File: src/rtl/ec_pkg.sv
// Shared types and width helpers for the error-compensation accumulator pipe.
// Also holds the 3:2 compressor (full-adder) cell the popcount tree is built from.
package ec_pkg;

    typedef enum logic [1:0] {
        IDLE = 2'd0,
        ACC  = 2'd1,
        HOLD = 2'd2
    } ec_state_e;

    function automatic int clog2(input int value);
        int r;
        int v;
        r = 0;
        v = value - 1;
        while (v > 0) begin
            r = r + 1;
            v = v >> 1;
        end
        return r;
    endfunction

    function automatic int cnt_w(input int err_w);
        return clog2(err_w + 1);
    endfunction

    function automatic int acc_w(input int err_w, input int max_beats);
        return clog2(err_w * max_beats + 2);
    endfunction

    function automatic int beat_w(input int max_beats);
        return clog2(max_beats + 1);
    endfunction

    // 3:2 compressor cell: returns {carry, sum}.
    function automatic logic [1:0] csa32(input logic a, input logic b, input logic c);
        return {(a & b) | (a & c) | (b & c), a ^ b ^ c};
    endfunction

endpackage

File: src/rtl/ec_popcnt.sv
// Combinational popcount: a carry-save chain of 3:2 compressor cells folds in one
// error bit per level, then a single carry-propagate adder resolves sum + carry.
module ec_popcnt
    import ec_pkg::*;
#(
    parameter int ERR_W = 8,
    localparam int CNT_W = cnt_w(ERR_W)
) (
    input  logic [ERR_W-1:0] bits,
    output logic [CNT_W-1:0] cnt
);

    logic [CNT_W-1:0] sum_v;
    logic [CNT_W-1:0] car_v;
    logic [CNT_W-1:0] x;
    logic [CNT_W-1:0] sm;
    logic [CNT_W-1:0] cy;

    // The running total always fits CNT_W, so the carry shifted out of the MSB is zero.
    always_comb begin
        sum_v = '0;
        car_v = '0;
        x     = '0;
        sm    = '0;
        cy    = '0;
        for (int i = 0; i < ERR_W; i++) begin
            x    = '0;
            x[0] = bits[i];
            for (int b = 0; b < CNT_W; b++) begin
                {cy[b], sm[b]} = csa32(sum_v[b], car_v[b], x[b]);
            end
            sum_v = sm;
            car_v = {cy[CNT_W-2:0], 1'b0};
        end
        cnt = sum_v + car_v;
    end

endmodule

File: src/rtl/ec_acc_pipe.sv
// Streaming error-compensation accumulator: popcount per beat, sum per group, one result per group.
// Optional macro EC_SAT_EN saturates comp_out on overflow instead of wrapping.
module ec_acc_pipe
    import ec_pkg::*;
#(
    parameter int ERR_W     = 8,
    parameter int MAX_BEATS = 16,
    parameter int OUT_W     = 6
) (
    input  logic             clk,
    input  logic             rst_n,
    input  logic             in_valid,
    output logic             in_ready,
    input  logic [ERR_W-1:0] err_in,
    input  logic             in_last,
    input  logic             cin,
    output logic             out_valid,
    input  logic             out_ready,
    output logic [OUT_W-1:0] comp_out,
    output logic             out_ovf,
    output logic             out_forced
);

    localparam int CNT_W  = cnt_w(ERR_W);
    localparam int ACC_W  = acc_w(ERR_W, MAX_BEATS);
    localparam int BEAT_W = beat_w(MAX_BEATS);

    // Handshake rule on both sides: a transfer happens on a rising edge where valid && ready;
    // the source holds its payload stable while valid is high and ready is low.

    ec_state_e state, state_next;
    logic              load_out;
    logic [BEAT_W-1:0] beat_cnt;
    logic              accept, at_max, closing;
    logic [CNT_W-1:0]  pop;
    logic              s1_valid, s1_first, s1_cin, s1_last, s1_forced;
    logic [CNT_W-1:0]  s1_cnt;
    logic [ACC_W-1:0]  acc, acc_next;
    logic [OUT_W-1:0]  comp_next;
    logic              ovf_next;

    ec_popcnt #(.ERR_W(ERR_W)) u_popcnt (
        .bits (err_in),
        .cnt  (pop)
    );

    assign in_ready = rst_n && (state != HOLD) && !(s1_valid && s1_last);
    assign accept   = in_valid && in_ready;
    assign at_max   = (beat_cnt == BEAT_W'(MAX_BEATS - 1));
    assign closing  = in_last || at_max;

    always_ff @(posedge clk or negedge rst_n) begin
        if (!rst_n) begin
            s1_valid  <= 1'b0;
            s1_cnt    <= '0;
            s1_first  <= 1'b0;
            s1_cin    <= 1'b0;
            s1_last   <= 1'b0;
            s1_forced <= 1'b0;
            beat_cnt  <= '0;
        end else begin
            s1_valid <= accept;
            if (accept) begin
                s1_cnt    <= pop;
                s1_first  <= (beat_cnt == '0);
                s1_cin    <= cin;
                s1_last   <= closing;
                s1_forced <= !in_last && at_max;
                beat_cnt  <= closing ? '0 : beat_cnt + 1'b1;
            end
        end
    end

    // The first beat of a group restarts the sum, so no explicit clear of acc is needed.
    always_comb begin
        acc_next = (s1_first ? '0 : acc) + ACC_W'(s1_cnt) + ACC_W'(s1_first && s1_cin);
    end

    always_ff @(posedge clk or negedge rst_n) begin
        if (!rst_n) begin
            acc <= '0;
        end else if (s1_valid) begin
            acc <= acc_next;
        end
    end

    generate
        if (ACC_W > OUT_W) begin : g_ovf
            assign ovf_next = |acc_next[ACC_W-1:OUT_W];
`ifdef EC_SAT_EN
            assign comp_next = ovf_next ? '1 : acc_next[OUT_W-1:0];
`else
            assign comp_next = acc_next[OUT_W-1:0];
`endif
        end else begin : g_no_ovf
            assign ovf_next  = 1'b0;
            assign comp_next = OUT_W'(acc_next);
        end
    endgenerate

    always_ff @(posedge clk or negedge rst_n) begin
        if (!rst_n) begin
            state <= IDLE;
        end else begin
            state <= state_next;
        end
    end

    always_comb begin
        state_next = state;
        load_out   = 1'b0;
        case (state)
            IDLE: if (accept) state_next = ACC;
            ACC: begin
                if (s1_valid && s1_last) begin
                    state_next = HOLD;
                    load_out   = 1'b1;
                end
            end
            HOLD: if (out_valid && out_ready) state_next = IDLE;
            default: state_next = IDLE;
        endcase
    end

    always_ff @(posedge clk or negedge rst_n) begin
        if (!rst_n) begin
            out_valid  <= 1'b0;
            comp_out   <= '0;
            out_ovf    <= 1'b0;
            out_forced <= 1'b0;
        end else if (load_out) begin
            out_valid  <= 1'b1;
            comp_out   <= comp_next;
            out_ovf    <= ovf_next;
            out_forced <= s1_forced;
        end else if (out_valid && out_ready) begin
            out_valid <= 1'b0;
        end
    end

endmodule

File: config.mk
export PLATFORM = sky130hd
export DESIGN_NAME = ec_acc_pipe
export DESIGN_NICKNAME = d
export VERILOG_FILES = /design/src/rtl/ec_pkg.sv /design/src/rtl/ec_popcnt.sv /design/src/rtl/ec_acc_pipe.sv
export SDC_FILE = /design/constraint.sdc
export NUM_CORES = 1
export LEC_CHECK = 0
export CELL_PAD_IN_SITES_DETAIL_PLACEMENT = 1
export CELL_PAD_IN_SITES_GLOBAL_PLACEMENT = 1
export CORE_ASPECT_RATIO = 1.2
export CORE_MARGIN = 2
export CORE_UTILIZATION = 47
export CTS_CLUSTER_DIAMETER = 120
export DETAILED_ROUTE_END_ITERATION = 12
export PLACE_DENSITY = 0.87
export SETUP_SLACK_MARGIN = 0.15
export SLEW_MARGIN = 5
export SYNTH_ARGS = -nofsm -noshare
export SYNTH_HDL_FRONTEND = slang
export SYNTH_SLANG_ARGS = --single-unit
File: constraint.sdc
create_clock -name clk -period 3.7 [get_ports clk]
set_input_delay 0.555 -clock clk [delete_from_list [all_inputs] [get_ports clk]]
set_output_delay 0.555 -clock clk [all_outputs]
set_load 0.02 [all_outputs]
Word-level counts from Yosys, hierarchy flattened:

Index checks and enable logic that the tools add are counted.

* output and inout bits: 10
* bits of input ports: 14
* flip-flop bits (word level): 33
* word-level logic and storage cells: 80

* equality and inequality tests: 7
* $add $sub $neg: 4
* mux-type cells: 10
* bitwise logic cells: 31
* reduce and logical (&&, ||, !) cells: 15

Operators with widths (count)
* bitwise XOR 1 bit: 16
* bitwise AND 1 bit: 15
* adder 8 x 1 -> 8 bit: 1
* adder 8 x 4 -> 8 bit: 1
* two-way mux 8 bit: 1
* inequality test 2 bit, second input constant: 4
* logical AND 1 bit: 7
* two-way mux 2 bit: 3
* case mux 2 bit (3 select lines): 1
* adder 5 x 1 -> 5 bit, second input constant: 1
* equality test 5 x 4 -> 1 bit, second input constant: 1
* zero test 5 bit: 1
* two-way mux 5 bit: 1
* adder 4 bit: 1
* two-way mux 1 bit: 4
* AND reduction 3 bit: 1
* equality test 2 x 1 -> 1 bit, second input constant: 1
* equality test 2 bit, second input constant: 1
* zero test 1 bit: 2
* zero test 2 bit: 1
* nonzero test 2 bit: 1
* OR reduction 2 bit: 1
* logical OR 1 bit: 1

Logic depth before layout (Yosys ltp):

* depth after elaboration: 8
* depth in mapped cells: 14

By module:

Synthesis repeated with hierarchy kept, for this count alone.

* cell total of the unflattened synthesis: 197
* area, all modules: 1979.4 um^2

By module, submodules not included
* ec_acc_pipe: sequential area each 825.8 um^2, area an instance 1671.6 um^2, instances 1, cells each 170
* ec_popcnt: sequential area each 0.0 um^2, area an instance 307.8 um^2, instances 1, cells each 27

Least setup slack after synthesis:

No wires, ideal clock.

* path type: input -> register
* start point: in err_in[0]
* end point: reg s1_cnt[3]
* setup slack: 0.016 ns
* stages on the path: 13
* buffers on the path: 0
* arrival: 3.549 ns
* cell sequence: fa_1 -> ha_1 -> inv_1 -> fa_1 -> inv_1 -> ha_1 -> ha_1 -> ha_1 -> ha_1 -> fa_1 -> xnor2_1 -> xnor2_1 -> o21ai_0

* longest elaborated chain between the ends: 8
* elaborated cells on any way between the ends: 32

Ends and longest elaborated chain
* start, declared: line ec_acc_pipe.sv:14 `input logic [ERR_W-1:0] err_in,`
* bitwise XOR 1 bit: line ec_pkg.sv:37 `return {(a & b) | (a & c) | (b & c), a ^ b ^ c};`
* bitwise XOR 1 bit or bitwise AND 1 bit (tied branches) (6 in a row): line ec_pkg.sv:37
* adder 4 bit *: line ec_popcnt.sv:35 `cnt = sum_v + car_v;`
* end signal, assigned: line ec_acc_pipe.sv:64 `s1_cnt <= pop;`
* end, declared: line ec_acc_pipe.sv:37 `logic [CNT_W-1:0] s1_cnt;`

Mark *: on every way between the ends. The rest lies on a longest branch, timed or not.
A chain may end at the register's enable or synchronous reset.

Worst setup path in the final report:

Same ends and word-level chain as after synthesis.

==> flow_summary.yaml <==
status:
  outcome: "finished clean"
global_route:
  grtUsageMet3: 0.0355
  grt_pass1_wl_um: 7780
  gr-total-overflow: 0
  track_usage: 0.214
  use_met2: 0.405
  use_met1: 0.244
  grt_max_degree: 35
  top_usage_layer: "met2"
  antenna_found_initial: 0
  first_global_vias: 1662
yosys:
  synth.most_common_cell: "dfrtp_1"
  synth-seq-area-share: 0.414
  syn_nets: 237
  synth_area_leaders: "dfrtp_1, ha_1, fa_1, o21ai_0, nand2_1"
  synthArstFlopShare: 1.00
  yosysWarnings: 0
  post-synth-top-area-fraction: 0.414
  yosys.area.top_type: "dfrtp_1"
  synthTopCellsByCount: "dfrtp_1, nand2_1, ha_1, inv_1, o21ai_0"
  syn_area_sq_mm: 0.00199
  syn_area_per_cell_sq_um: 10.1
  ys_ff_latch: 33
  ys.flop_type: "dfrtp_1"
  synth_cell_types: 39
  syn_inst: 197
  synth_edf_count: 0
clock_tree:
  clkSinkCount: 33
  cts_hold_buf: 0
  htreeDepth: 2
  cts.clk_slew.worst_paths_ns: 0.07
  cts_inserted_buffers: 5
  clk_path_buf_depth: 2
  clkLatencyLatePin_ns: 0.28
  cts_tree: "done"
  root_buffer: "clkbuf_8"
placed_design:
  pre_cts_ws_ns: -0.552
  hpwl_um: 3310
  gp_congestion: 0.821
  dp.cells: 274
  portBuffers: 23
run:
  drv_cap: 0
finish:
  n_antenna_cell: 0
  seqCellArea_sq_um: 826
  multi_input_area_sq_mm: 0.00114
  syn2layout_area_growth_pct: 23.0
  final_cell_count_no_fill: 283
  fill_cells: 461
  drive_gt1_frac: 0.153
  nNetsFinal: 268
worst_setup_path:
  cp_slowest_cell: "fa_1"
  worstPathMaxFanout: 2
  path_cells: "buf_6, fa_1, ha_2, inv_2, fa_1, inv_2, ha_4, inv_1, fa_1, inv_2, ha_4, fa_2, xnor2_2, xnor2_1, o21ai_1"
  required_ns: 3.86
  path_buf_inv: 5
  startpoint_type: "input pin"
  crit_path_max_incr_delay_ns: 0.54
  worstPathArrival_ns: 3.63
  critical_path_class: "in2reg"
  worst_setup_path_end_kind: "flip-flop"
  crit_family: "adder cells"
power:
  clockPowerShare: 0.156
  net-switching-power_mw: 0.670
  combinationalPowerShare: 0.474
  internal_power_mw: 0.990
  p_leak_nw: 1.12
  seqPwrFrac: 0.369
  max-vdd-ir-drop_mv: 0.363
  p_per_area_mw_per_mm2: 677
  p_sw_frac: 0.404
  total_power_mw: 1.66
drt:
  routed_wirelength_um: 4650
  wl_per_cell_um: 16.4
  drc: 0
  drtIter0Drc: 17
  dr_total_vias: 1572
  ant_nets: 0
  first_pass_iters: 4
  vias_per_cell: 5.55
timing:
  skew_ns: 0.0108
  layout_setup_ws_ns: 0.225
  hold_violations: 0
  worst_pin_slew_ns: 0.588
  relSlewSlack: 0.606
  rsz0062_at_grt: "no"
  timing.fmax_mhz: 288
  slew_viol_final: 0
  setup_viol: 0
  fin_crit_sh: 0.939
  period_needed_ns: 3.47
die:
  io_pins: 24
  core_area_sq_mm: 0.00400
  rows: 25
  initial_core_util: 0.498
  dieArea_sq_mm: 0.00478
  die_width_um: 63.5
  fp.dieH_um: 75.4
hold_path:
  hold_path.class: "reg2reg"
==> registers in the layout (all words and copies together) (netlist names), 2 cells and up <==
signal,count
acc,8
comp_out,6
beat_cnt,5
s1_cnt,4
state,2
==> worst paths after layout <==
path | from | to | slack [ns] | cells past startpoint
worst max-delay path | err_in[0] | s1_cnt[3] | 0.23 | 15
worst min-delay path | state[1] | state[0] | 0.48 | 1
worst max register to register | s1_first | out_ovf | 1.14 | 8
worst min register to register | state[1] | state[0] | 0.48 | 1
max in group asynchronous | rst_n | beat_cnt[1] | 2.65 | 2
min in group asynchronous | rst_n | acc[0] | 0.74 | 2
==> power groups by stage <==
stage	Combinational, mW	Clock (mW)	Sequential, mW
finish	0.788	0.260	0.613
global route	0.875	0.283	0.636
CTS	0.761	0.259	0.612
detailed placement	0.737	0	0.618
global placement	0.692	0	0.603
floorplan	0.494	0	0.604
==> stage by stage <==
step                      setup TNS, ns  hold slack [ns]  area [sq um]   util
final                                 0            0.477          2450  0.613
after global routing                  0            0.500          2450  0.613
after CTS                             0            0.476          2430  0.608
after detailed placement          -1.16            0.466          2320  0.580
after global placement           -0.874            0.457          2320  0.580
after floorplan                       0            0.259          2010      -
==> metal layers <==
layer	vias to the layer above	share of wire	wire length, um
li1	735	-	-
met1	797	0.42	1930
met2	34	0.54	2520
met3	6	0.026	123
met4	0	0.017	80
met5	-	0	0
==> cell type report <==
class                   instances  area share
clock buffers                   8      0.0327
inverters                      20      0.0306
multi-input cells             139       0.464
flip-flops and latches         33       0.337
well taps                      54      0.0276
repair buffers                 29       0.109
==> cells in the final DEF, fill, tap and decap left out, types with 3 or more instances in the layout <==
cell type	synthesis	layout
o31ai_1	3	3
clkbuf_8	0	5
ha_1	20	14
o2111ai_1	4	4
mux2_2	7	6
and2_1	3	3
clkbuf_1	2	3
nand3_1	5	5
nand2_1	24	24
ha_4	0	4
fa_1	6	5
dfrtp_1	33	33
inv_1	20	17
buf_4	1	6
o21ai_0	18	17
clkdlybuf4s50_1	0	20
o21a_1	3	3
and3_1	3	3
nand2b_1	4	4
a21oi_1	4	4
nor2b_1	5	5
inv_2	0	3
nor2_1	8	8
==> kinds of logic after synthesis <==
| family | share of synthesized area |
|---|---|
| flip-flops | 0.414 |
| XOR/XNOR | 0.0176 |
| buffers and inverters | 0.0502 |
| AND/OR/NAND/NOR | 0.154 |
| multiplexers | 0.0502 |
| adder cells (fa/ha/maj) | 0.186 |
| AO/OA/AOI/OAI | 0.129 |
==> worst reg2reg max path: cells and delay by family (launching register included) <==
family / cells / cell delay (ns)
multiplexers: 1 / 0.39
buffers and inverters: 1 / 0.10
AND/OR/NAND/NOR: 2 / 0.19
flip-flops: 1 / 0.55
adder cells (fa/ha/maj): 2 / 0.68
AO/OA/AOI/OAI: 2 / 0.52
==> timing repair <==
item	4_1_cts	5_1_grt
gates resized for setup	16	3
setup buffers	0	1
pin swaps	10	7
setup endpoints to repair	2	2
Power figures use the tool's default switching activity.
